### src/rtl/pushbutton_bank_pkg.sv
// Shared definitions for the pushbutton bank: counter width helper and the
// level/pulse encodings used by every channel.
package pushbutton_bank_pkg;

   // Level encoding of the debounced outputs.
   localparam logic LEVEL_PRESSED  = 1'b1;
   localparam logic LEVEL_RELEASED = 1'b0;

   // Encoding of the single-cycle event outputs.
   localparam logic PULSE_ON  = 1'b1;
   localparam logic PULSE_OFF = 1'b0;

   // Counter width for a terminal value; never returns less than one bit so
   // that degenerate parameters still produce a legal vector.
   function automatic int cnt_width(input int value);
      if (value <= 1) begin
         return 1;
      end
      return $clog2(value);
   endfunction

endpackage

### src/rtl/pushbutton_channel.sv
// One debounced button channel: 2-flop synchroniser, debounce counter,
// press/release pulses, toggle level and (with PUSHBUTTON_BANK_LONGPRESS_EN
// defined) a saturating hold counter that fires one long-press pulse.
module pushbutton_channel
   import pushbutton_bank_pkg::*;
#(
   parameter int DEBOUNCE_CYCLES  = 240000,
`ifdef PUSHBUTTON_BANK_LONGPRESS_EN
   parameter int LONGPRESS_CYCLES = 48000000,
`endif
   parameter bit INVERT           = 1'b0
) (
   input  logic clk_i,
   input  logic rst_ni,
   input  logic cg_i,
   input  logic button_i,
   output logic debounced_o,
   output logic toggle_o,
   output logic pressed_o,
   output logic released_o,
   output logic longpress_o
);

   localparam int            CW      = cnt_width(DEBOUNCE_CYCLES);
   localparam logic [CW-1:0] DB_LAST = CW'(DEBOUNCE_CYCLES - 1);

   logic          sync1_q, sync2_q;
   logic [CW-1:0] db_cnt_q, db_cnt_d;
   logic          deb_q, deb_d;
   logic          tog_q, tog_d;
   logic          pressed_q, pressed_d;
   logic          released_q, released_d;
   logic          differ, flip, rise, fall;

   // Synchroniser runs every cycle so the pin is always freshly sampled,
   // regardless of the clock-gate enable.
   always_ff @(posedge clk_i or negedge rst_ni) begin
      if (!rst_ni) begin
         sync1_q <= 1'b0;
         sync2_q <= 1'b0;
      end else begin
         sync1_q <= button_i ^ INVERT;
         sync2_q <= sync1_q;
      end
   end

   // Debounce counter, accepted level and event decode; all hold while gated.
   always_comb begin
      db_cnt_d   = db_cnt_q;
      deb_d      = deb_q;
      differ     = (sync2_q != deb_q);
      flip       = cg_i && differ && (db_cnt_q == DB_LAST);
      rise       = flip && (deb_q == LEVEL_RELEASED);
      fall       = flip && (deb_q == LEVEL_PRESSED);
      tog_d      = tog_q ^ rise;
      pressed_d  = rise ? PULSE_ON : PULSE_OFF;
      released_d = fall ? PULSE_ON : PULSE_OFF;
      if (cg_i) begin
         if (!differ) begin
            db_cnt_d = '0;
         end else if (db_cnt_q == DB_LAST) begin
            db_cnt_d = '0;
            deb_d    = ~deb_q;
         end else begin
            db_cnt_d = db_cnt_q + 1'b1;
         end
      end
   end

   // Debounce state and event registers.
   always_ff @(posedge clk_i or negedge rst_ni) begin
      if (!rst_ni) begin
         db_cnt_q   <= '0;
         deb_q      <= LEVEL_RELEASED;
         tog_q      <= 1'b0;
         pressed_q  <= PULSE_OFF;
         released_q <= PULSE_OFF;
      end else begin
         db_cnt_q   <= db_cnt_d;
         deb_q      <= deb_d;
         tog_q      <= tog_d;
         pressed_q  <= pressed_d;
         released_q <= released_d;
      end
   end

   assign debounced_o = deb_q;
   assign toggle_o    = tog_q;
   // Pulses are masked by the enable so nothing is reported while gated.
   assign pressed_o   = pressed_q  & cg_i;
   assign released_o  = released_q & cg_i;

`ifdef PUSHBUTTON_BANK_LONGPRESS_EN
   localparam int            HW        = cnt_width(LONGPRESS_CYCLES + 1);
   localparam logic [HW-1:0] HOLD_LAST = HW'(LONGPRESS_CYCLES - 1);
   localparam logic [HW-1:0] HOLD_MAX  = HW'(LONGPRESS_CYCLES);

   logic [HW-1:0] hold_q, hold_d;
   logic          lp_q, lp_d;

   // Hold counter: counts pressed cycles, fires once on reaching the limit,
   // then saturates until the accepted level falls.
   always_comb begin
      hold_d = hold_q;
      lp_d   = PULSE_OFF;
      if (cg_i) begin
         if (fall) begin
            hold_d = '0;
         end else if ((deb_q == LEVEL_PRESSED) && (hold_q != HOLD_MAX)) begin
            hold_d = hold_q + 1'b1;
            lp_d   = (hold_q == HOLD_LAST) ? PULSE_ON : PULSE_OFF;
         end
      end
   end

   // Hold counter and long-press pulse registers.
   always_ff @(posedge clk_i or negedge rst_ni) begin
      if (!rst_ni) begin
         hold_q <= '0;
         lp_q   <= PULSE_OFF;
      end else begin
         hold_q <= hold_d;
         lp_q   <= lp_d;
      end
   end

   assign longpress_o = lp_q & cg_i;
`else
   assign longpress_o = PULSE_OFF;
`endif

endmodule

### src/rtl/pushbutton_bank.sv
// Bank of N_BUTTON independent debounced pushbuttons. Each channel is a
// pushbutton_channel instance. Define PUSHBUTTON_BANK_LONGPRESS_EN to add
// per-channel long-press detection; otherwise o_longpress is tied low.
module pushbutton_bank
   import pushbutton_bank_pkg::*;
#(
   parameter int                  N_BUTTON         = 4,
   parameter int                  DEBOUNCE_CYCLES  = 240000,
   parameter int                  LONGPRESS_CYCLES = 48000000,
   parameter logic [N_BUTTON-1:0] ACTIVE_LOW       = '0
) (
   input  logic                i_clk,
   input  logic                i_rst_n,
   input  logic                i_cg,
   input  logic [N_BUTTON-1:0] i_button,
   output logic [N_BUTTON-1:0] o_debounced,
   output logic [N_BUTTON-1:0] o_toggle,
   output logic [N_BUTTON-1:0] o_pressed,
   output logic [N_BUTTON-1:0] o_released,
   output logic [N_BUTTON-1:0] o_longpress
);

   // Reject parameter sets the channel logic cannot honour.
   if ((N_BUTTON < 1) || (N_BUTTON > 32)) begin : g_bad_n_button
      $error("pushbutton_bank: N_BUTTON must be 1..32");
   end
   if (DEBOUNCE_CYCLES < 2) begin : g_bad_debounce
      $error("pushbutton_bank: DEBOUNCE_CYCLES must be >= 2");
   end
   if (LONGPRESS_CYCLES <= DEBOUNCE_CYCLES) begin : g_bad_longpress
      $error("pushbutton_bank: LONGPRESS_CYCLES must exceed DEBOUNCE_CYCLES");
   end

   // One fully independent channel per button pin.
   for (genvar g = 0; g < N_BUTTON; g++) begin : g_chan
      pushbutton_channel #(
         .DEBOUNCE_CYCLES  (DEBOUNCE_CYCLES),
`ifdef PUSHBUTTON_BANK_LONGPRESS_EN
         .LONGPRESS_CYCLES (LONGPRESS_CYCLES),
`endif
         .INVERT           (ACTIVE_LOW[g])
      ) u_chan (
         .clk_i       (i_clk),
         .rst_ni      (i_rst_n),
         .cg_i        (i_cg),
         .button_i    (i_button[g]),
         .debounced_o (o_debounced[g]),
         .toggle_o    (o_toggle[g]),
         .pressed_o   (o_pressed[g]),
         .released_o  (o_released[g]),
         .longpress_o (o_longpress[g])
      );
   end

endmodule

### config.mk
export PLATFORM = sky130hd
export DESIGN_NAME = pushbutton_bank
export DESIGN_NICKNAME = d
export VERILOG_FILES = /design/src/rtl/pushbutton_bank_pkg.sv /design/src/rtl/pushbutton_channel.sv /design/src/rtl/pushbutton_bank.sv
export SDC_FILE = /design/constraint.sdc
export NUM_CORES = 1
export LEC_CHECK = 0
export CAP_MARGIN = 0
export CORE_MARGIN = 1
export CORE_UTILIZATION = 54
export DETAILED_ROUTE_END_ITERATION = 12
export PLACE_DENSITY = 0.76
export SLEW_MARGIN = 10
export SYNTH_ARGS = -nofsm -noshare
export SYNTH_HDL_FRONTEND = slang
export SYNTH_SLANG_ARGS = --single-unit
### constraint.sdc
create_clock -name i_clk -period 2.1 [get_ports i_clk]
set_clock_uncertainty 0.1 [all_clocks]
set_input_delay 0.42 -clock i_clk [delete_from_list [all_inputs] [get_ports i_clk]]
set_output_delay 0.42 -clock i_clk [all_outputs]
set_load 0.01 [all_outputs]
After elaboration in Yosys (flattened, before gate mapping)

Cells that the tools add are included.

Add/subtract/negate cells: 4
Eq/ne operators: 8
Mux-type cells: 16
Bitwise operators: 16
Reductions and logical operators: 20

Operators with widths:

| cell                                                            | number |
|---|---|
| 18-bit 2-to-1 mux                                               | 8 |
| 18-bit by 1-bit adder with 18-bit output, second input constant | 4 |
| 18-bit == test, second input constant                           | 4 |
| 1-bit logical AND                                               | 16 |
| 3-bit AND reduction                                             | 4 |
| 1-bit AND                                                       | 8 |
| 1-bit 2-to-1 mux                                                | 8 |
| 1-bit inequality test                                           | 4 |
| 1-bit NOT                                                       | 4 |
| 1-bit XOR                                                       | 4 |

Bits in registers: 96
Input port bits: 7
Output and inout port bits: 20
Word-level logic and storage cells: 92

Logic depth before layout (Yosys ltp)

Gate-level depths: netlist (run 1).

Depth after elaboration: 5
Depth in mapped cells: 7
Mapped depth without buffers: 6

By module

Synthesis (run 1) repeated with hierarchy kept, for this count alone.

Cell total of the unflattened synthesis: 560
Area total of the unflattened synthesis: 5159.9 um^2

Modules (own cells, without submodules):

| module             | instances | cells an instance | area an instance (um^2) | sequential area each (um^2) |
|---|---|---|---|---|
| pushbutton_channel | 4         | 140               | 1290.0                  | 600.6 |

Worst setup path after synthesis (run 1)

Ideal clock, no wire load.

Path type: register to register
Start point: register g_chan[1].u_chan.db_cnt_q[0]
End point: register g_chan[1].u_chan.db_cnt_q[12]
Setup time: 0.125 ns
Data arrival time: 1.795 ns
Required time: 1.875 ns
Slack: 0.079 ns
Cell stages (with the launch flop): 8
Path buffers: 1
Cell sequence: dfrtp_1 ha_1 nand3_1 nor4_1 a21oi_2 buf_2 a21oi_1 mux2i_1

Cells in the longest elaborated chain, start to end: 3

RTL lines:

| what                                                                       | RTL line                                           | source |
|---|---|---|
| from (decl)                                                                | pushbutton_channel.sv:28                           | `logic [CW-1:0] db_cnt_q, db_cnt_d;` |
| from (signal assigned)                                                     | pushbutton_channel.sv:79                           | `db_cnt_q <= db_cnt_d;` |
| 18-bit by 1-bit adder with 18-bit output or 18-bit == test (tied branches) | pushbutton_channel.sv:65, pushbutton_channel.sv:61 |  |
| 18-bit 2-to-1 mux *                                                        | pushbutton_channel.sv:61                           | `end else if (db_cnt_q == DB_LAST) begin` |
| 18-bit 2-to-1 mux *                                                        | pushbutton_channel.sv:59                           | `if (!differ) begin` |

Mark *: on every way between the ends. The rest lies on a longest branch, timed or not.
A chain may end at the register's enable or synchronous reset.

Worst setup path in the final report (run 1)

Start point: register g_chan[2].u_chan.db_cnt_q[0]
End point: register g_chan[2].u_chan.db_cnt_q[13]

Cells in the longest elaborated chain, start to end: 3

RTL lines:

| what                                                                       | RTL line |
|---|---|
| from (decl)                                                                | pushbutton_channel.sv:28 |
| from (signal assigned)                                                     | pushbutton_channel.sv:79 |
| 18-bit by 1-bit adder with 18-bit output or 18-bit == test (tied branches) | pushbutton_channel.sv:65, pushbutton_channel.sv:61 |
| 18-bit 2-to-1 mux *                                                        | pushbutton_channel.sv:61 |
| 18-bit 2-to-1 mux *                                                        | pushbutton_channel.sv:59 |

Marks and branches as above.

==> flow_summary.ini, run 1 <==
[power]
power.density_nw_per_um2 = 552.3
internal_power_w = 0.002450
power.leakage_nw = 2.625
p_sw_w = 0.0008308
seqPwrFrac_pct = 58.4
switching_share_pct = 25.32
total_power_w = 0.003281
clock_power_share_pct = 31.7
p_comb_share_pct = 9.9
ir_worst_vdd_mv = 0.3674

[final_layout]
antenna_cells = 0
layout_commonest_cell = dfrtp_1
final_cell_mix = 96 x dfrtp_1, 60 x buf_4, 57 x nand2_1
final_nets = 615
areaGrowthSynthToFinish_pct = 16.89
drive_gt1_share_pct = 15.95
fillers = 758

[placement]
gp_congestion = 0.9146
io_buffers = 22
place_hpwl_um = 7711

[yosys]
synthTopCellsByArea = dfrtp_1 47%, nand2_1 4.2%, o21ai_0 3.8%
synth_edf_count = 0
ys_seq_area_share_pct = 47.27
synth_cells = 542
synthArstFlopShare_pct = 100.0
synth_top_area_cell = dfrtp_1
ys_types = 57
synth_area_sq_um = 5082
synthFlopType = dfrtp_1
synth-seq-cells = 96
synth_warnings = 0
synth_top_cell_area_share_pct = 47.27
syn_area_per_cell_sq_um = 9.377

[global_routing]
grt_antenna_before_repair = 0
first_global_vias = 4242
grt_pass1_wl_um = 18830
grt_max_degree = 44
grtUsageTotal_pct = 23.81
gr-total-overflow = 0

[die]
die_x_um = 99.02
dieArea_sq_um = 9804
initial_utilization_pct = 55.27
rows = 35
io_pins = 27
coreArea_sq_um = 9196
die_h_um = 99.02

[clock_tree]
cts_tree = yes
h-tree-depth = 3
clk-insertion-delay-late_ns = 0.36
clock-sinks = 96
cts_buffer_depth = 2
cts_buffers = 9
root_buffer = clkbuf_8
cts.clk_slew.worst_paths_ns = 0.09

[setup_path]
start_kind = register
cp-end-kind = register
arrival_ns = 2.17
critPathKind = register to register
crit_chain = ha_1 -> nand3_1 -> nor2_1 -> buf_4 -> a21oi_1 -> buf_4 -> a21o_1 -> a21o_1
crit_fanout = 6
slowest_stage = dfrtp_1
max_stage_delay_ns = 0.42
required_ns = 2.26

[sta]
max_freq_mhz = 495.7
setup_tns_ns = 0
finalHoldViolCount = 0
setup_viol = 0
finalMaxSlewViolations = 0
period_share_pct = 96.07
worst_slew_pin_slew_ns = 0.5729
grt_setup_unrepaired = true
whs_ns = 0.2542
min_period_ns = 2.017
relSlewSlack_pct = 61.81

[min_path]
hold_class = register to register

[routing]
dr.first_iter.drc_count = 142
vias_per_cell = 5.960
wl_um = 10990
vias = 4285
firstDrtPassIters = 4
ant_nets = 0
detail_route.wl_per_cell_um = 15.29
route.detailed.drc = 0

[run]
cap_violations = 0

[run_status]
status = completed
[metrics by stage]
stage	instance area (sq um)	cells	worst slack [ns]	utilization [%]
finish	5941	719	0.08253	64.60
global route	5941	719	-0.02981	64.60
CTS	5927	719	-0.009034	64.45
detailed placement	5754	702	-0.1885	62.57
global placement	5754	702	-0.1751	62.57
floorplan	5094	545	0.07938	-
[cell families after synthesis]
| kind of cell | after synthesis | share of synthesized area (%) |
|---|---|---|
| AO/OA/AOI/OAI | 120 | 15.53 |
| adder cells (fa/ha/maj) | 4 | 0.9848 |
| other | 1 | 0.07378 |
| buffers and inverters | 55 | 5.810 |
| XOR/XNOR | 17 | 2.930 |
| AND/OR/NAND/NOR | 238 | 25.23 |
| multiplexers | 11 | 2.167 |
| flip-flops | 96 | 47.27 |
[synthesized netlist by cell type (2+ instances only)]
master / number
nand3b_1: 2
nand4b_1: 2
o21a_1: 2
a31oi_1: 3
xnor2_1: 8
o31ai_1: 4
nand3_1: 34
nand4_1: 18
and3_1: 10
a221o_1: 2
a22o_1: 10
o21bai_1: 2
or3_1: 8
o21ai_0: 39
a21o_1: 16
o221ai_1: 3
o2bb2ai_1: 4
ha_1: 4
mux2i_1: 11
or2_2: 4
nor3b_1: 5
nand2_1: 57
buf_2: 4
a221oi_1: 2
and4_1: 4
and2_1: 17
nor2_1: 27
nor4_1: 10
a21oi_1: 23
o311ai_0: 2
nor3_1: 22
a211o_1: 2
nand4bb_1: 3
nor2b_1: 2
dfrtp_1: 96
clkbuf_1: 14
inv_1: 14
buf_4: 20
nand2b_1: 5
or4_1: 2
xor2_1: 9
[path summary, 6_finish.rpt]
kind                       slack, ns                    startpoint  depth (start not counted)                             to
max                             0.08  g_chan[2].u_chan.db_cnt_q[0]                          8  g_chan[2].u_chan.db_cnt_q[13]
min                             0.25      g_chan[1].u_chan.sync1_q                          0       g_chan[1].u_chan.sync2_q
max reg2reg                     0.08  g_chan[2].u_chan.db_cnt_q[0]                          8  g_chan[2].u_chan.db_cnt_q[13]
min reg2reg                     0.25      g_chan[1].u_chan.sync1_q                          0       g_chan[1].u_chan.sync2_q
max in group asynchronous       0.84                       i_rst_n                          3  g_chan[2].u_chan.db_cnt_q[14]
min in group asynchronous       0.49                       i_rst_n                          2  g_chan[0].u_chan.db_cnt_q[15]
[routing by layer]
| layer | part of all wire, % | GRT usage [%] | up-vias |
|---|---|---|---|
| met5 | 0 | 0 | - |
| met4 | 1.5 | 8.496 | 0 |
| met3 | 4.6 | 4.255 | 17 |
| met2 | 49 | 40.99 | 123 |
| met1 | 45 | 30.16 | 2078 |
| li1 | - | - | 2067 |
[cell type report]
class,instances,area [sq um],area share [%]
Inverter,15,56.30,0.9478
Sequential cell,96,2402,40.44
Timing Repair Buffer,87,752.0,12.66
Tap cell,111,138.9,2.338
Clock buffer,12,135.1,2.275
Multi-Input combinational cell,395,2436,41.01
Clock inverter,3,20.02,0.3370
[critical path: cells and delay by family (launching register included)]
kind | cells | cell delay [ns]
and+or+nand+nor | 2 | 0.45
AOI/OAI and AO/OA | 3 | 0.39
adders and majority gates | 1 | 0.21
DFF | 1 | 0.42
buffers and inverters | 2 | 0.34
[flip-flops by register name, summed over array words and instances (netlist names)]
name,cells
g_chan.u_chan.db_cnt_q,72
g_chan.u_chan.pressed_q,4
g_chan.u_chan.released_q,4
g_chan.u_chan.toggle_o,4
g_chan.u_chan.sync1_q,4
g_chan.u_chan.debounced_o,4
g_chan.u_chan.sync2_q,4
[power groups by stage]
| stage | Clock (W) | Sequential [W] | Combinational (W) |
|---|---|---|---|
| detailed placement | 0 | 0.00195 | 0.000321 |
| finish | 0.00104 | 0.00191 | 0.000326 |
| global route | 0.00113 | 0.00192 | 0.000363 |
| CTS | 0.00109 | 0.00191 | 0.000327 |
| floorplan | 0 | 0.00195 | 0.000152 |
| global placement | 0 | 0.00195 | 0.000311 |
[timing repair]
action / 4_1_cts / 5_1_grt
endpoints found under the hold margin: 40 / 0
setup endpoints to repair: 8 / 25
buffers inserted: 1 / 0
gates cloned: 0 / 1
resized for setup: 14 / 10
hold buffers: 1 / 0
pin swaps: 0 / 1
Power figures use the tool's default switching activity.
==> run 2: changes to the inputs <==
Settings changed: GPL_ROUTABILITY_DRIVEN from default to 0, SETUP_SLACK_MARGIN from default to 0.2.
==> flow_summary.ini, run 2 (synthesis gave the netlist of run 1 again) <==
[clock_tree]
clk-insertion-delay-late_ns = 0.35
root_buffer = clkbuf_8
cts_buffer_depth = 2
cts.clk_slew.worst_paths_ns = 0.09
cts_tree = yes
h-tree-depth = 3
cts_buffers = 9
clock-sinks = 96

[setup_path]
cp-end-kind = register
required_ns = 2.25
worst-path-stages = 6
reg2reg_to = g_chan[3].u_chan.db_cnt_q[3]
max_stage_delay_ns = 0.55
crit_chain = nand3b_1 -> or4b_4 -> o21ai_4 -> buf_12 -> o21ai_0 -> a21o_1
crit_fanout = 10
arrival_ns = 2.08
worstRegToRegCells = 6
r2r_slack_ns = 0.17
worstPathBufferInverterCount = 1
start_kind = register
slowest_stage = or4b_4
r2r-start = g_chan[3].u_chan.db_cnt_q[10]
crit_family = simple AND/OR/NAND/NOR gates
critPathKind = register to register

[routing]
ant_nets = 0
vias_per_cell = 5.999
wl_um = 11480
route.detailed.drc = 0
vias = 4361
dr.first_iter.drc_count = 195
detail_route.wl_per_cell_um = 15.79
firstDrtPassIters = 5

[sta]
min_period_ns = 1.930
finalMaxSlewViolations = 0
period_share_pct = 91.91
finalHoldViolCount = 0
finalWorstSetupSlack_ns = 0.1698
setup_viol = 0
whs_ns = 0.2542
grt_setup_unrepaired = true
max_freq_mhz = 518.1

[final_layout]
final_cell_mix = 88 x dfrtp_1, 68 x buf_4, 55 x nand2_1
utilization_pct = 67.74
antenna_cells = 0
final_nets = 622
regMostFlops = g_chan.u_chan.db_cnt_q
layout_commonest_cell = dfrtp_1
drive_gt1_share_pct = 23.05
final_cell_area_sq_um = 6230
largest_reg_flops = 72
areaGrowthSynthToFinish_pct = 22.58

[global_routing]
use_met1_pct = 30.90
met3_usage_pct = 5.106
met2_usage_pct = 42.82
gr-total-overflow = 0
grt_antenna_before_repair = 0
grt_busiest_layer = met2
grt_max_degree = 43
grt_pass1_wl_um = 19380
first_global_vias = 4280
grtUsageTotal_pct = 24.48

[placement]
place_hpwl_um = 7513
io_buffers = 22
place_ws_ns = -0.2051
place_area_sq_um = 5720

[run_status]
status = completed

[power]
power.density_nw_per_um2 = 559.7
power.leakage_nw = 2.727
ir_worst_vdd_mv = 0.4048

[run]
cap_violations = 0

[min_path]
min_path_cells = 0
min_from = g_chan[2].u_chan.sync1_q
hold_class = register to register
hold_end = g_chan[2].u_chan.sync2_q

[die]
dieArea_sq_um = 9804
initial_utilization_pct = 55.27
die_h_um = 99.02
coreArea_sq_um = 9196
rows = 35
io_pins = 27
die_x_um = 99.02
run 2: what timing repair did:
item,in CTS,in global routing
hold endpoints to repair,28,0
setup endpoints to repair,28,50
setup buffers,4,6
hold buffers,1,0
cloned,1,1
pin swaps,2,13
gates resized for setup,19,40
run 2: cell type report:
class,instances,area (sq um)
repair buffers,95,827.0
clock buffers,11,141.4
flip-flops and latches,96,2412
inverters,15,56.30
multi-input cells,394,2597
well taps,111,138.9
fillers,687,2967
clock inverters,5,56.30
run 2: worst max-delay path by stage:
| stage | slack, ns | from | endpoint |
|---|---|---|---|
| 2_1_floorplan | 0.20 | g_chan[0].u_chan.db_cnt_q[0] | g_chan[0].u_chan.db_cnt_q[14] |
| 6_report | 0.17 | g_chan[3].u_chan.db_cnt_q[10] | g_chan[3].u_chan.db_cnt_q[3] |
| 4_1_cts | 0.18 | g_chan[3].u_chan.db_cnt_q[0] | g_chan[3].u_chan.db_cnt_q[16] |
| 3_3_place_gp | -0.19 | i_cg | o_released[3] |
| 3_5_place_dp | -0.21 | i_cg | o_released[1] |
| 5_1_grt | 0.11 | g_chan[3].u_chan.db_cnt_q[10] | g_chan[3].u_chan.db_cnt_q[3] |
run 2: power breakdown:
group          internal, W  total, W  switching, W
combinational     0.000158  0.000354      0.000196
sequential         0.00188   0.00192     0.0000323
clock             0.000583   0.00122      0.000635
total              0.00262   0.00349      0.000863
run 2: through the flow:
step                      instances  TNS [ns]  power, W
after floorplan                 545         0  0.002103
after global placement          698    -2.549  0.002252
after detailed placement        698    -3.130  0.002263
after CTS                       720         0  0.003497
after global routing            727         0  0.003636
final                           727         0  0.003487
run 2: layer usage:
layer / share of wire, % / wire length [um] / vias to the layer above
met2: 50 / 5736 / 122
met5: 0 / 0 / -
met1: 44 / 5068 / 2151
met4: 0.53 / 61 / 0
met3: 5.3 / 611 / 6
li1: - / - / 2082
